## src/rtl/scan_decoder_pkg.sv

```systemverilog
// Shared definitions for the scan decoder.
//   MODE_AUTO / MODE_MANUAL : values of the mode input
//   onehot_msb(idx, n)      : MSB-first one-hot of width 2**n, code k sets bit 2**n-1-k
package scan_decoder_pkg;

    localparam logic MODE_AUTO   = 1'b0;
    localparam logic MODE_MANUAL = 1'b1;

    // Largest supported select width; the helper returns a vector this wide and
    // callers cast it down to their own 2**N.
    localparam int unsigned ONEHOT_MAX_N = 8;
    localparam int unsigned ONEHOT_MAX_W = 2 ** ONEHOT_MAX_N;

    function automatic logic [ONEHOT_MAX_W-1:0] onehot_msb(input int unsigned idx,
                                                            input int unsigned n);
        return ONEHOT_MAX_W'(1) << ((2 ** n) - 1 - idx);
    endfunction

endpackage

```

## src/rtl/onehot_decoder.sv

```systemverilog
// Combinational MSB-first one-hot decoder.
//   idx    : channel index (N bits)
//   valid  : 0 forces the output to all zeros
//   onehot : 2**N-bit one-hot, idx k sets bit 2**N-1-k
module onehot_decoder
    import scan_decoder_pkg::*;
#(
    parameter int unsigned N = 2
) (
    input  logic [N-1:0]      idx,
    input  logic              valid,
    output logic [2**N-1:0]   onehot
);

    localparam int unsigned W = 2 ** N;

    always_comb begin
        onehot = '0;
        if (valid) begin
            onehot = W'(onehot_msb(32'(idx), N));
        end
    end

endmodule

```

## src/rtl/scan_decoder.sv

```systemverilog
// Registered N-to-2**N one-hot decoder with a built-in scan sequencer.
//   clk, rst : clock (rising edge) and asynchronous active-high reset
//   en       : 0 blanks y and freezes the sequencer
//   mode     : MODE_AUTO steps via the prescaler, MODE_MANUAL loads sel_in
//   hold     : auto mode only, freezes prescaler, index and y
//   sel_in   : manual channel index
//   y        : registered one-hot select (optionally active-low)
//   sel      : registered channel index
//   tick     : pulse on each auto-mode index step
//   frame    : pulse on the step that wraps LAST -> 0
module scan_decoder
    import scan_decoder_pkg::*;
#(
    parameter int unsigned N          = 2,
    parameter int unsigned DIV        = 100000,
    parameter int unsigned LAST       = 2 ** N - 1,
    parameter bit          ACTIVE_LOW = 1'b0
) (
    input  logic              clk,
    input  logic              rst,
    input  logic              en,
    input  logic              mode,
    input  logic              hold,
    input  logic [N-1:0]      sel_in,
    output logic [2**N-1:0]   y,
    output logic [N-1:0]      sel,
    output logic              tick,
    output logic              frame
);

    localparam int unsigned W       = 2 ** N;
    localparam int unsigned CW      = $clog2(DIV + 1);
    localparam logic [CW-1:0] CNT_MAX = CW'(DIV - 1);
    localparam logic [W-1:0]  Y_IDLE  = {W{ACTIVE_LOW}};

    logic [CW-1:0] cnt_q, cnt_d;
    logic [N-1:0]  sel_q, sel_d;
    logic          tick_q, tick_d;
    logic          frame_q, frame_d;
    logic [W-1:0]  y_q, y_d;
    logic          load_y;
    logic          idx_valid;
    logic [W-1:0]  onehot;

    // Decode the next index so y and sel always update on the same edge.
    onehot_decoder #(
        .N (N)
    ) u_dec (
        .idx    (sel_d),
        .valid  (idx_valid),
        .onehot (onehot)
    );

    always_comb begin
        cnt_d   = cnt_q;
        sel_d   = sel_q;
        tick_d  = 1'b0;
        frame_d = 1'b0;
        load_y  = 1'b1;
        if (!en) begin
            cnt_d = '0;
        end else if (mode == MODE_MANUAL) begin
            cnt_d = '0;
            sel_d = sel_in;
        end else if (hold) begin
            load_y = 1'b0;
        end else if (cnt_q == CNT_MAX) begin
            cnt_d  = '0;
            tick_d = 1'b1;
            // >= also catches an out-of-range index left over from manual mode.
            if (32'(sel_q) >= LAST) begin
                sel_d   = '0;
                frame_d = 1'b1;
            end else begin
                sel_d = sel_q + N'(1);
            end
        end else begin
            cnt_d = cnt_q + CW'(1);
        end

        // Compare at 32 bits so LAST = 2**N-1 does not collapse to a constant.
        idx_valid = en && (32'(sel_d) <= LAST);
        if (load_y) begin
            y_d = ACTIVE_LOW ? ~onehot : onehot;
        end else begin
            y_d = y_q;
        end
    end

    always_ff @(posedge clk or posedge rst) begin
        if (rst) begin
            cnt_q   <= '0;
            sel_q   <= '0;
            tick_q  <= 1'b0;
            frame_q <= 1'b0;
            y_q     <= Y_IDLE;
        end else begin
            cnt_q   <= cnt_d;
            sel_q   <= sel_d;
            tick_q  <= tick_d;
            frame_q <= frame_d;
            y_q     <= y_d;
        end
    end

    assign y     = y_q;
    assign sel   = sel_q;
    assign tick  = tick_q;
    assign frame = frame_q;

endmodule

```

## config.mk

```make
export PLATFORM = sky130hd
export DESIGN_NAME = scan_decoder
export DESIGN_NICKNAME = d
export VERILOG_FILES = /design/src/rtl/scan_decoder_pkg.sv /design/src/rtl/onehot_decoder.sv /design/src/rtl/scan_decoder.sv
export SDC_FILE = /design/constraint.sdc
export NUM_CORES = 1
export LEC_CHECK = 0
export CAP_MARGIN = 30
export CORE_ASPECT_RATIO = 2
export CORE_MARGIN = 8
export CORE_UTILIZATION = 49
export CTS_CLUSTER_SIZE = 8
export DETAILED_ROUTE_END_ITERATION = 10
export PLACE_DENSITY_LB_ADDON = 0.12
export REMOVE_ABC_BUFFERS = 1
export SLEW_MARGIN = 30
export SYNTH_ARGS = -nofsm -noshare
export SYNTH_HDL_FRONTEND = slang
export SYNTH_HIERARCHICAL = 1
export SYNTH_SLANG_ARGS = --single-unit
```

## constraint.sdc

```tcl
create_clock -name clk -period 1.8 [get_ports clk]
set_input_delay 0.36 -clock clk [delete_from_list [all_inputs] [get_ports clk]]
set_output_delay 0.36 -clock clk [all_outputs]
set_load 0.02 [all_outputs]
```

==> impl_metrics.yaml <==
placement:
  io_buffer_count: 14
  place_congestion: 0.796
  placed_area_um2: 1720
  placed_cells: 210
  hpwlAfterDp_um: 2600
cts:
  cts_max_path_buffers: 2
  clockRootBuffer: "clkbuf_8"
  cts_hold_buffers: 0
  numCtsBuffers: 3
  cts_sinks: 25
  cts_tree: "yes"
  htree_levels: 1
  clk_latency_ns: 0.28
  path_clk_slew_ns: 0.09
die:
  core-area_um2: 2570
  die-area_um2: 4730
  rows: 26
  die_h_um: 89.6
  io-pin-count: 15
  initial_core_util: 0.516
  die_x_um: 52.8
finish:
  fill_cells: 142
  final_common_cell: "buf_4"
  finish.instance_area_um2: 2050
  drive_above_1_share: 0.371
  fin_cells: 222
  n_antenna_cell: 0
  multi_input_area_um2: 871
  final_cell_mix: "buf_4 (36), dfrtp_1 (25), nand2_1 (22), nor2_1 (11), clkdlybuf4s50_1 (11)"
  area_growth_pct: 54.4
  nets: 204
  seq_area_um2: 626
run_status:
  status: "finished with violations"
  violations: "negative setup slack"
logic_synthesis:
  synth.distinct_cells: 40
  syn_area_per_cell_um2: 9.47
  synth-edff-count: 0
  synth_top_area_frac: 0.472
  synth_area_leaders: "dfrtp_1 (47%), nand2_1 (6.5%), xnor2_1 (4.6%), nor2_1 (3.1%), nor4_1 (2.8%)"
  ys.flop_type: "dfrtp_1"
  netlist_area_um2: 1330
  syn-instance-count: 140
  synth-seq-cells: 25
  synthArstFlopShare: 1.00
  synth_warnings: 6
  synth_largest_area_cell: "dfrtp_1"
  ys_seq_area_frac: 0.472
grt:
  grt_pass1_vias: 1396
  antenna_found_initial: 0
  grt_max_degree: 26
  overflow: 0
  grt_first_pass_wirelength_um: 5930
  grtUsageTotal: 0.164
timing:
  rsz0062_at_grt: "yes"
  finalHoldViolCount: 0
  slew_headroom: 0.731
  min_period_ns: 1.93
  fmax_mhz: 517
  setup_violations: 6
  finalClockSkew_ns: 0.00375
  fin_tns_setup_ns: -0.528
  worstMarginPinSlew_ns: 0.400
  period_share: 1.07
  hold_slack_ns: 0.428
  drv_slew: 0
  setup_slack_ns: -0.133
setup_path:
  reg2reg_from: "cnt_q[1]$_DFFE_PP0P_"
  startpoint: "cnt_q[1]$_DFFE_PP0P_"
  critPathKind: "flip-flop to flip-flop"
  r2r-end: "y[1]$_DFFE_PP0P_"
  r2r_slack_ns: -0.13
  rr_worst_depth: 8
  cp.arrival_ns: 2.16
  crit_path_end: "y[1]$_DFFE_PP0P_"
  crit_path_end_kind: "flip-flop"
  crit_required_ns: 2.02
  crit_path_start_kind: "flip-flop"
  crit_fanout: 5
detailed_routing:
  drc: 0
  drt_iter0_markers: 42
  wl_per_cell_um: 18.4
  ant_nets: 0
  viasPerCell: 6.05
  vias: 1343
  wl_um: 4090
  drt_pass1_iterations: 4
power_and_ir_drop:
  ir_worst_vdd_uv: 601
  p_leak_nw: 0.875
  powerDensity_nw_per_um2: 560
hold_path:
  hp-class: "input pin to asynchronous set/reset pin"
run:
  cap_violations: 0
[cells in the mapped netlist, types with 3 or more instances]
library cell  count
xnor2_1           7
nor4_1            6
nand4b_1          3
a21oi_1           7
inv_1             3
nand4_1           3
dfrtp_1          25
nand3_1           5
nand2_1          23
nor3_1            4
o21ai_0           4
xor2_1            3
nor2_1           11
[final cells by class]
cell class,count,share of cell area
Multi-Input combinational cell,108,0.425
Tap cell,28,0.0171
Clock buffer,3,0.0202
Inverter,3,0.00550
Clock inverter,1,0.00244
Timing Repair Buffer,54,0.224
Sequential cell,25,0.305
[state kept, by name, indices dropped and copies added (netlist names)]
signal  cells
tick        1
sel         2
y           4
cnt_q      17
frame       1
[timing repair]
item | CTS | global route
setup buffers | 0 | 10
gates cloned | 0 | 0
endpoints found under the setup margin | 21 | 22
gates resized for setup | 17 | 28
pin swaps | 3 | 15
[stage by stage]
step | total power (W) | utilization | worst slack (ns)
global placement | 0.000779 | 0.671 | -0.324
floorplan | 0.000684 | - | -0.177
global route | 0.00119 | 0.797 | -0.260
detailed placement | 0.000785 | 0.671 | -0.348
finish | 0.00115 | 0.797 | -0.133
CTS | 0.00112 | 0.715 | -0.143
[layer usage]
layer | vias up | track usage | part of all wire
met1 | 675 | 0.149 | 0.32
met4 | 0 | 0.102 | 0.042
li1 | 613 | - | -
met3 | 15 | 0.0314 | 0.035
met2 | 40 | 0.310 | 0.60
met5 | - | 0 | 0
[cells by family (layout without fill, tap and decap cells)]
group,count (synthesis),in the layout,synth area share
fa+ha+maj,2,2,0.0189
xor+xnor,10,10,0.0660
simple gates,78,78,0.341
flops,25,25,0.472
compound gates,18,18,0.0811
buf+inv,7,61,0.0217
[how the worst min path moves through the flow]
| stage | from | slack (ns) | endpoint | cells past startpoint |
|---|---|---|---|---|
| final | rst | 0.43 | cnt_q[7]$_DFFE_PP0P_ | 3 |
| after global routing | rst | 0.46 | cnt_q[2]$_DFFE_PP0P_ | 3 |
| after CTS | rst | 0.44 | cnt_q[13]$_DFFE_PP0P_ | 3 |
| after detailed placement | y[2]$_DFFE_PP0P_ | 0.46 | y[2]$_DFFE_PP0P_ | 2 |
| after global placement | y[2]$_DFFE_PP0P_ | 0.45 | y[2]$_DFFE_PP0P_ | 2 |
| after floorplan | rst | 0.39 | cnt_q[0]$_DFFE_PP0P_ | 1 |
[power by group]
| group | internal [W] | switching (W) | total [W] |
|---|---|---|---|
| Combinational | 0.0000964 | 0.000109 | 0.000205 |
| Sequential | 0.000578 | 0.0000154 | 0.000594 |
| Clock | 0.000156 | 0.000193 | 0.000348 |
| Total | 0.000830 | 0.000317 | 0.00115 |
[critical path, cell delays in order (launching register included)]
cell and delay [ns]:
dfrtp_1 0.37, ha_2 0.19, nor4bb_4 0.31, nand4b_1 0.29, o21ai_2 0.25, nand3_4 0.12
and3b_1 0.23, nand2_1 0.05, nand2_1 0.06
No activity file was read; power rests on OpenSTA's default activity.
==> RTL edit, RTL diff (config.mk and constraints unchanged) <==
Make the reset (`rst`) synchronous in one clocked block. Comments in the files are not updated.
--- a/src/rtl/scan_decoder.sv
+++ b/src/rtl/scan_decoder.sv
@@ -88,5 +88,5 @@
     end
 
-    always_ff @(posedge clk or posedge rst) begin
+    always_ff @(posedge clk) begin
         if (rst) begin
             cnt_q   <= '0;
Check against the original RTL: differs if rst is asserted again (counterexample within 4 cycles, from zero or initial values and one cycle with rst high); with rst held inactive, the same outputs for 10 cycles.
==> RTL edit against the unedited design <==
The flow still finishes with violations (negative setup slack); wire length shrank 16%; clock power decreased by 5%; setup slack gained 20 ps; critical path depth unchanged; power fell by 10%; utilization is 8.9 points lower; sequential cell count unchanged; area after synthesis down 2.9%; final area fell by 12%; via count shrank 4.6%; first-iteration DRC count decreased by 33%; critical path type unchanged.
==> RTL edit: results (changes against the unedited design) <==
Synth Area in XOR/XNOR = 7.48% (was 6.60%)
Final wirelength = 3420 um (was 4090 um)
Final nets = 204 (unchanged)
Pin count of the biggest net entering global routing = 16 (was 26)
Gr usage total = 15.9% (was 16.4%)
Final worst-path setup slack = -113 ps (was -133 ps)
CTS H-Tree Depth = 1 (unchanged)
Top FF cell, synth = dfxtp_1 (was dfrtp_1)
R2r startpoint = cnt_q[14] (was cnt_q[1])
Synth area leaders = dfxtp_1, nor2_1, a21oi_1, xor2_1, nand2_1 (was dfrtp_1, nand2_1, xnor2_1, nor2_1, nor4_1)
Register area share after synthesis = 38.9% (was 47.2%)
Area after DPL = 1670 um^2 (was 1720 um^2)
Worst VDD drop = 0.000512 V (was 0.000601 V)
Post-DP HPWL = 2660 um (was 2600 um)
Status = finished, violations left (unchanged)
Largest register FFs = 17 (unchanged)
Async S/R FF share, synth = 0% (was 100%)
Post-synthesis compound-gate area fraction = 11.3% (was 8.11%)
Adder-Cell Fraction of Synth Area = 1.94% (was 1.89%)
Worst Hold Class = reg -> reg (was in -> async)
Initial antenna violation count = 0 (unchanged)
Arr. time, crit path = 2120 ps (was 2160 ps)
Failing checks = negative setup slack (unchanged)
Global-route wire length before repair = 5840 um (was 5930 um)
Synth top cells by count = dfxtp_1, nor2_1, nand2_1, a21oi_1, nand3_1 (was dfrtp_1, nand2_1, nor2_1, a21oi_1, xnor2_1)
Share of cells above drive strength 1 = 30.4% (was 37.1%)
Leakage power = 0.680 nW (was 0.875 nW)
Crit-path max FO = 4 (was 5)
Slew @ Worst Pin = 492 ps (was 400 ps)
RePlAce Congestion = 0.819 (was 0.796)
Vias in the first global route = 1381 (was 1396)
Setup crit start kind = flop (unchanged)
Final setup viols = 3 (was 6)
Final clock skew = 6.47 ps (was 3.75 ps)
Port Buffer Count = 14 (unchanged)
# fillers = 206 (was 142)
DRT antenna net count = 0 (unchanged)
Initial DRC count = 28 (was 42)
Total vias in the final route = 1281 (was 1343)
-- RTL edit: worst paths after layout --
path              endpoint  slack, ps  cells past startpoint
setup / recovery      y[2]       -110                      8
hold / removal        y[1]        490                      2
setup reg to reg      y[2]       -110                      8
hold reg to reg       y[1]        490                      2
-- RTL edit: area by class of cell --
class	instances	share of cell area, %
Multi-Input combinational cell	114	44.2
Inverter	2	0.418
Clock buffer	3	2.30
Timing Repair Buffer	49	22.8
Sequential cell	25	28.1
Clock inverter	1	0.279
Tap cell	28	1.95
-- RTL edit: timing repair --
| item | 4_1_cts | 5_1_grt |
|---|---|---|
| setup endpoints to repair | 9 | 20 |
| pin swaps | 8 | 8 |
| setup buffers | 2 | 2 |
| resized for setup | 8 | 10 |
-- RTL edit: where the power goes --
group          switching [mW]  leakage [nW]  internal, mW
Combinational          0.0662         0.451        0.0679
Clock                   0.177        0.0255         0.155
Sequential            0.00463         0.204         0.560
Total                   0.247         0.680         0.783
-- RTL edit: metal layers --
| metal | track usage [%] | part of all wire [%] |
|---|---|---|
| met4 | 6.87 | 1.6 |
| met3 | 2.53 | 3.2 |
| met5 | 0 | 0 |
| met2 | 32.1 | 59 |
| met1 | 14.2 | 36 |
-- RTL edit: critical path, stage by stage (launching register included) --
cell      delay [ps]
dfxtp_2          350
nor4b_4          280
nand4b_1         170
o41a_1           360
nor3b_2          170
buf_4            150
and3b_1          170
nand2_1           50
a21oi_1          150
-- RTL edit: per-stage QoR --
stage	std cells	setup WS, ps	setup TNS (ps)	util (%)	hold slack (ps)
2_1_floorplan	141	-168	-466	-	429
3_3_place_gp	216	-316	-4190	66.0	468
3_5_place_dp	216	-395	-4860	66.0	473
4_1_cts	222	-91.5	-210	69.4	492
5_1_grt	222	-216	-721	70.8	513
6_report	222	-113	-247	70.8	493
